File: src/rtl/branch_predictor.sv
// branch_predictor: direct-mapped BTB with 2-bit counters, mispredict flag and saturating stats
module branch_predictor #(
    parameter int INDEX_BITS = 4
) (
    input  logic        clk,
    input  logic        reset,
    input  logic [31:0] fetch_pc,
    output logic        pred_taken,
    output logic [31:0] pred_next_pc,
    input  logic        resolve_valid,
    input  logic [31:0] resolve_pc,
    input  logic        resolve_taken,
    input  logic [31:0] resolve_target,
    input  logic        resolve_pred_taken,
    input  logic [31:0] resolve_pred_pc,
    output logic        mispredict,
    output logic [15:0] branch_count,
    output logic [15:0] mispredict_count
);
    localparam int N  = 1 << INDEX_BITS;
    localparam int TW = 30 - INDEX_BITS;
    logic            valid_q  [N];
    logic [TW-1:0]   tag_q    [N];
    logic [31:0]     target_q [N];
    logic [1:0]      ctr_q    [N];
    logic [INDEX_BITS-1:0] f_idx, r_idx;
    logic [TW-1:0]   f_tag, r_tag;
    logic            f_hit, r_hit;
    logic            unused_bits;
    assign unused_bits = ^{fetch_pc[1:0], resolve_pc[1:0]};
    assign f_idx = fetch_pc[INDEX_BITS+1:2];
    assign f_tag = fetch_pc[31:INDEX_BITS+2];
    assign r_idx = resolve_pc[INDEX_BITS+1:2];
    assign r_tag = resolve_pc[31:INDEX_BITS+2];
    assign f_hit = valid_q[f_idx] && tag_q[f_idx] == f_tag;
    assign r_hit = valid_q[r_idx] && tag_q[r_idx] == r_tag;
    assign pred_taken   = f_hit && ctr_q[f_idx][1];
    assign pred_next_pc = pred_taken ? target_q[f_idx] : fetch_pc + 32'd4;
    assign mispredict   = resolve_valid && (resolve_taken != resolve_pred_taken ||
                          resolve_pred_pc != (resolve_taken ? resolve_target : resolve_pc + 32'd4));
    always_ff @(posedge clk) begin
        if (reset) begin
            for (int i = 0; i < N; i++) begin
                valid_q[i]  <= 1'b0;
                tag_q[i]    <= '0;
                target_q[i] <= '0;
                ctr_q[i]    <= 2'b01;
            end
            branch_count     <= '0;
            mispredict_count <= '0;
        end else if (resolve_valid) begin
            branch_count     <= branch_count + {15'd0, branch_count != 16'hFFFF};
            mispredict_count <= mispredict_count + {15'd0, mispredict && mispredict_count != 16'hFFFF};
            if (r_hit) begin
                ctr_q[r_idx] <= resolve_taken ? (ctr_q[r_idx] == 2'b11 ? 2'b11 : ctr_q[r_idx] + 2'b01)
                                              : (ctr_q[r_idx] == 2'b00 ? 2'b00 : ctr_q[r_idx] - 2'b01);
                if (resolve_taken) target_q[r_idx] <= resolve_target;
            end else if (resolve_taken) begin
                valid_q[r_idx]  <= 1'b1;
                tag_q[r_idx]    <= r_tag;
                target_q[r_idx] <= resolve_target;
                ctr_q[r_idx]    <= 2'b10;
            end
        end
    end
endmodule

File: config.mk
export PLATFORM = sky130hd
export DESIGN_NAME = branch_predictor
export DESIGN_NICKNAME = d
export VERILOG_FILES = /design/src/rtl/branch_predictor.sv
export SDC_FILE = /design/constraint.sdc
export NUM_CORES = 2
export LEC_CHECK = 0
export ABC_AREA = 1
export BUFFER_PORTS_ARGS = -buffer_cell sky130_fd_sc_hd__buf_2
export CAP_MARGIN = 10
export CORE_MARGIN = 2
export CORE_UTILIZATION = 50
export CTS_BUF_LIST = sky130_fd_sc_hd__clkbuf_8
export DETAILED_ROUTE_END_ITERATION = 10
export PLACE_DENSITY = 0.69
export SETUP_SLACK_MARGIN = 0.3
export SLEW_MARGIN = 20
export SYNTH_ARGS = -nofsm -noshare
export SYNTH_HDL_FRONTEND = slang
export SYNTH_SLANG_ARGS = --single-unit
File: constraint.sdc
create_clock -name clk -period 3.3 [get_ports clk]
set_input_delay 0.165 -clock clk [delete_from_list [all_inputs] [get_ports clk]]
set_output_delay 0.165 -clock clk [all_outputs]
set_load 0.005 [all_outputs]
Yosys cells after proc, flatten, opt, wreduce, memory -nomap -nowiden
Memories as Yosys holds them, arrays and structs flattened.
Index checks and enable logic that the tools add are counted.
Word-level totals
  register bits: 32
  bits in writable memories: 976
  bits of input ports: 133
  output and inout port bits: 66
  word-level logic and storage cells: 66
  memories: 4
Memory list
  target_q: words 16, width 32, rd ports 1, clocked after memory_dff 0, wr ports 16, line 24  | logic [31:0] target_q [N];
  tag_q: words 16, width 26, rd ports 2, clocked after memory_dff 0, wr ports 16, line 23  | logic [TW-1:0] tag_q [N];
  ctr_q: words 16, width 2, rd ports 2, clocked after memory_dff 0, wr ports 16, line 25  | logic [1:0] ctr_q [N];
  valid_q: words 16, width 1, rd ports 2, clocked after memory_dff 0, wr ports 16, line 22  | logic valid_q [N];
Cells by class
  add/sub/neg operators: 6
  equal/unequal tests: 7
  mux-type cells: 34
  bitwise operators: 2
  reduce and logical (&&, ||, !) cells: 11
Operators with widths (count)
  2-to-1 mux 32 bit: 4
  adder 32 x 3 -> 32 bit (second input constant): 2
  equality test 26 bit: 2
  adder 16 x 1 -> 16 bit: 2
  inequality test 16 bit (second input constant): 2
  inequality test 32 bit: 1
  OR reduction 32 bit: 1
  2-to-1 mux 26 bit: 1
  OR reduction 26 bit: 1
  2-to-1 mux 1 bit: 20
  2-to-1 mux 4 bit: 4
  2-to-1 mux 2 bit: 5
  logical AND 1 bit: 5
  adder 2 x 1 -> 2 bit (second input constant): 1
  equality test 2 bit (second input constant): 1
  logical NOT 2 bit: 1
  OR 1 bit: 2
  OR reduction 2 bit: 1
  subtractor 2 x 1 -> 2 bit (second input constant): 1
  logical OR 1 bit: 1
  inequality test 1 bit: 1
  OR reduction 1 bit: 1

Longest topological paths before layout
An unclocked memory read counts as a cell.
  word-level depth: 10
  mapped depth: 32
  gate-level depth less buffers: 30

Worst setup path after synthesis
OpenSTA, ideal clock, no wires.
  kind: input port to flip-flop
  start point: input port resolve_pc[2]
  end point: register mispredict_count[15]
  setup time: 0.119 ns
  data arrival time: 3.325 ns
  required time: 3.181 ns
  path slack: -0.144 ns
  stages on the path: 28
  path buffers: 4
  cell sequence: buf_6 > inv_4 > buf_4 > buf_2 > clkbuf_1 > ha_1 > nand2_1 > nand3_1 > nand2_1 > nor2_1 > nand3_1 > nor2_1 > nand3_1 > nor2_1 > nand3_1 > nor2_1 > nand4_1 > nand2_1 > nor2_1 > ha_1 > nand2_1 > nor3b_1 > nand2_1 > nor2_1 > nand3_1 > nor4_1 > nand2_1 > o221a_2
Between the ends
  word-level cells in the longest chain between the ends: 7
Ends and longest elaborated chain
  start: declaration: line 11  | input logic [31:0] resolve_pc,
  adder 32 x 3 -> 32 bit: line 40  | resolve_pred_pc != (resolve_taken ? resolve_target : resolve_pc + 32'd4));
  2-to-1 mux 32 bit: line 40
  inequality test 32 bit: line 40
  logical OR 1 bit: line 39  | assign mispredict = resolve_valid && (resolve_taken != resolve_pred_taken ||
  logical AND 1 bit: line 39
  logical AND 1 bit: line 53  | mispredict_count <= mispredict_count + {15'd0, mispredict && mispredict_count != 16'hFFFF};
  adder 16 x 1 -> 16 bit: line 53
  end signal: assignment: line 53
  end: declaration: line 18  | output logic [15:0] mispredict_count
No other way between the ends.
A chain may end at the register's enable or synchronous reset.

==> flow_summary.yaml <==
drt:
  postRouteAntennaNets: 0
  via_count: 50700
  via_per_inst: 6.00
  initialDrtViolationCount: 7922
  wl_um: 210000
  dr.pass1.iters: 8
  drc: 0
  avgRoutedWirePerCell_um: 24.9
floorplanning:
  chipHeight_um: 332
  die_area_mm2: 0.110
  rows: 120
  die_x_um: 332
  initial_core_util_pct: 50.3
  io_pins: 199
  coreArea_mm2: 0.107
layout:
  fin_util_pct: 59.7
  layout-drive-gt1-share_pct: 16.3
  syn_to_final_growth_pct: 18.7
  final_area_mm2: 0.0638
  fillers: 9390
  nets: 7047
  final-instance-count-excl-fill: 8450
sta:
  rsz0062_at_grt: "true"
  skew_ns: 0.0303
  fmax_mhz: 286
  timing.final.crit_share_pct: 106
  tightest_slew_ns: 0.987
  hold_viol_final: 0
  slew_violations: 0
  setup_ws_ns: -0.197
  max_slew_margin_pct: 34.2
  min_period_ns: 3.50
  finalSetupViolCount: 33
  finalSetupTns_ns: -5.05
run_status:
  status: "finished, violations left"
  failed_checks: "setup timing"
critical_path:
  critPathMaxFanout: 5
  crit_end: "pred_next_pc[16]"
  r2r-start: "tag_q[12][11]"
  startpoint: "tag_q[14][8]"
  critPathArrivalTime_ns: 3.33
  r2r-end: "tag_q[0][3]"
  cp.required_ns: 3.13
  crit_type: "reg2out"
  r2r_setup_slack_ns: 0.41
  worst_setup_path_start_kind: "flop"
  reg2reg_depth: 19
  endpoint_kind: "primary output"
run:
  maxCapViolCount: 0
global_routing:
  grt-ovfl-total: 0
  track_usage_pct: 37.2
  grt_pass1_vias: 47400
  grt_max_degree: 186
  grt_first_pass_wirelength_um: 303000
  antenna_found_initial: 16
clocking:
  cts_tree: "yes"
  clk_latency_ns: 0.89
  clkSlewWorstSetupHoldPaths_ns: 0.06
  cts_made_buffers: 169
  htreeDepth: 4
  cts.sinks: 1008
  cts_root_buf: "clkbuf_8"
  ctsLongestPathBuffers: 3
logic_synthesis:
  ys_async_sr_fraction_pct: 0
  synth_fa_ha_area_share_pct: 0.209
  synth-compound-area-share_pct: 9.88
  synth_top_family_by_area: "simple AND/OR/NAND/NOR gates"
  synthTopCellsByArea: "edfxtp_1, nor2_1, nand2_1, o21ai_0, nand3_1"
  ys.flop_type: "edfxtp_1"
  ys_ff_latch: 1008
  ys_types: 48
  synth_edf_count: 960
  syn_avg_cell_area_um2: 8.24
  synth_top_area_cell: "edfxtp_1"
  synth.mux.area_fraction_pct: 0
  synthSimpleGateAreaFrac_pct: 26.1
  synth_top_area_share_pct: 53.6
  syn_nets: 6663
  ys_warn_count: 0
  syn_area_mm2: 0.0538
  synthXorXnorAreaFrac_pct: 0.570
  ys_seq_area_share_pct: 55.4
  syn_inst: 6521
place:
  place_congestion: 1.00
  preCtsSetupSlack_ns: -0.289
  place_area_mm2: 0.0589
  place_hpwl_um: 136000
  io_buffer_count: 198
  dp.cells: 8083
power:
  power_frac_comb_pct: 14.8
  pwr-share-seq_pct: 49.9
  p_leak_uw: 0.0271
  internal_power_uw: 21200
  vdd_drop_max_mv: 0.404
  power_density_mw_per_mm2: 466
  p_clk_share_pct: 35.3
  switching_share_pct: 28.9
  netSwitchingPower_uw: 8600
worst_hold_path:
  hold_class: "in2reg"
-- per-layer routing --
metal  up-vias  GRT usage, %  routed length (µm)  share of wire [%]
li1      22300             -                   -                  -
met1     23700          50.4               76500                 36
met2      3966          54.3               89800                 43
met3       703          9.84               31600                 15
met4        10          21.0               12400                5.9
met5         -             0                  63              0.030
-- cell type report --
cell class / instances / area [µm²] / area share [%]
diodes: 10 / 25.0 / 0.0392
clock buffers: 174 / 2390 / 3.75
clock inverters: 129 / 683 / 1.07
inverters: 564 / 2160 / 3.39
multi-input cells: 4503 / 20900 / 32.7
flip-flops and latches: 1008 / 29800 / 46.7
well taps: 1403 / 1760 / 2.75
repair buffers: 659 / 6120 / 9.59
-- metrics by stage --
step / power (µW) / hold slack, ns
floorplan: 17300 / 0.409
global placement: 19100 / 0.453
detailed placement: 19100 / 0.462
CTS: 29500 / 0.00613
global route: 30600 / 0.0418
finish: 29800 / 0.0440
-- critical path, stage by stage, from the launching register on --
cell and delay [ns]:
edfxtp_1 0.39, o211ai_1 0.24, nand2_1 0.13, nand2_2 0.11, nand2_4 0.10, inv_2 0.08, nand2_1 0.06, nand2_2 0.08
nand3_1 0.07, nor2_1 0.11, nand3_1 0.12, nor2_2 0.19, nand3_4 0.15, buf_12 0.18, nand2_1 0.07, o21ai_1 0.07
buf_4 0.16, buf_2 0.13
-- worst min-delay path by stage --
stage                                 start  depth (start not counted)              end  slack (ns)
after floorplan               resolve_pc[6]                          2     tag_q[15][0]        0.41
after global placement      branch_count[8]                          2  branch_count[8]        0.45
after global routing      resolve_target[2]                          3   target_q[2][2]        0.04
after detailed placement         valid_q[2]                          2       valid_q[2]        0.46
final                     resolve_target[2]                          3   target_q[1][2]        0.04
after CTS                 resolve_target[2]                          3   target_q[2][2]       0.006
-- logic make-up (layout without fill, tap and decap cells) --
| logic type | count (synthesis) | in the layout |
|---|---|---|
| simple gates | 3502 | 3503 |
| compound gates | 956 | 956 |
| other cells | 0 | 10 |
| flops | 1008 | 1008 |
| buf+inv | 1011 | 1526 |
| fa+ha+maj | 9 | 9 |
| xor+xnor | 35 | 35 |
-- registers in the layout (all words and copies together) (netlist names) --
name	flops
mispredict_count	16
target_q	512
branch_count	16
ctr_q	32
tag_q	416
valid_q	16
-- power by group through the flow --
stage                     clock (µW)  sequential, µW  combinational, µW
after floorplan                    0           15000               2210
after global placement             0           15100               4010
after detailed placement           0           15100               4050
after CTS                      10500           14800               4140
after global routing           11100           14900               4660
final                          10500           14800               4410
-- cells in the mapped netlist (all sizes together) (32+ instances only) --
master,count
nand3,422
inv,522
o221ai,47
o21ai,540
dfxtp,48
xor2,32
o211ai,72
clkinv,42
buf,182
clkbuf,265
nand2,1492
o22ai,86
edfxtp,960
a21oi,193
nor2,1517
-- timing repair --
action	in CTS	in global routing
setup endpoints to repair	214	865
setup buffers	7	13
hold buffers	28	0
resized for setup	121	281
gates cloned	3	3
hold endpoints to repair	388	0
pin swaps	29	87
-- placed cells by master (no fill, tap or decap), types with 7 or more instances in the layout --
| cell type | n |
|---|---|
| nor2_1 | 1467 |
| nand2_1 | 1334 |
| edfxtp_1 | 960 |
| inv_1 | 558 |
| o21ai_0 | 478 |
| nand3_1 | 399 |
| buf_4 | 308 |
| a21oi_1 | 189 |
| buf_2 | 177 |
| clkbuf_8 | 174 |
| nand2_2 | 108 |
| buf_12 | 99 |
| o22ai_1 | 86 |
| clkinv_1 | 72 |
| o211ai_1 | 72 |
| o221ai_1 | 47 |
| dfxtp_1 | 42 |
| nand2_4 | 41 |
| o21ai_1 | 41 |
| nor2_2 | 32 |
| xor2_1 | 31 |
| buf_6 | 31 |
| inv_2 | 28 |
| nor3_1 | 26 |
| dlygate4sd3_1 | 23 |
| nand3_2 | 21 |
| nor2_4 | 18 |
| nand3b_1 | 16 |
| o21ai_2 | 15 |
| nand4_1 | 12 |
| buf_8 | 11 |
| diode_2 | 10 |
| nand2_8 | 9 |
| ha_1 | 7 |
| clkinv_2 | 7 |
(Power assumes the default switching activity.)
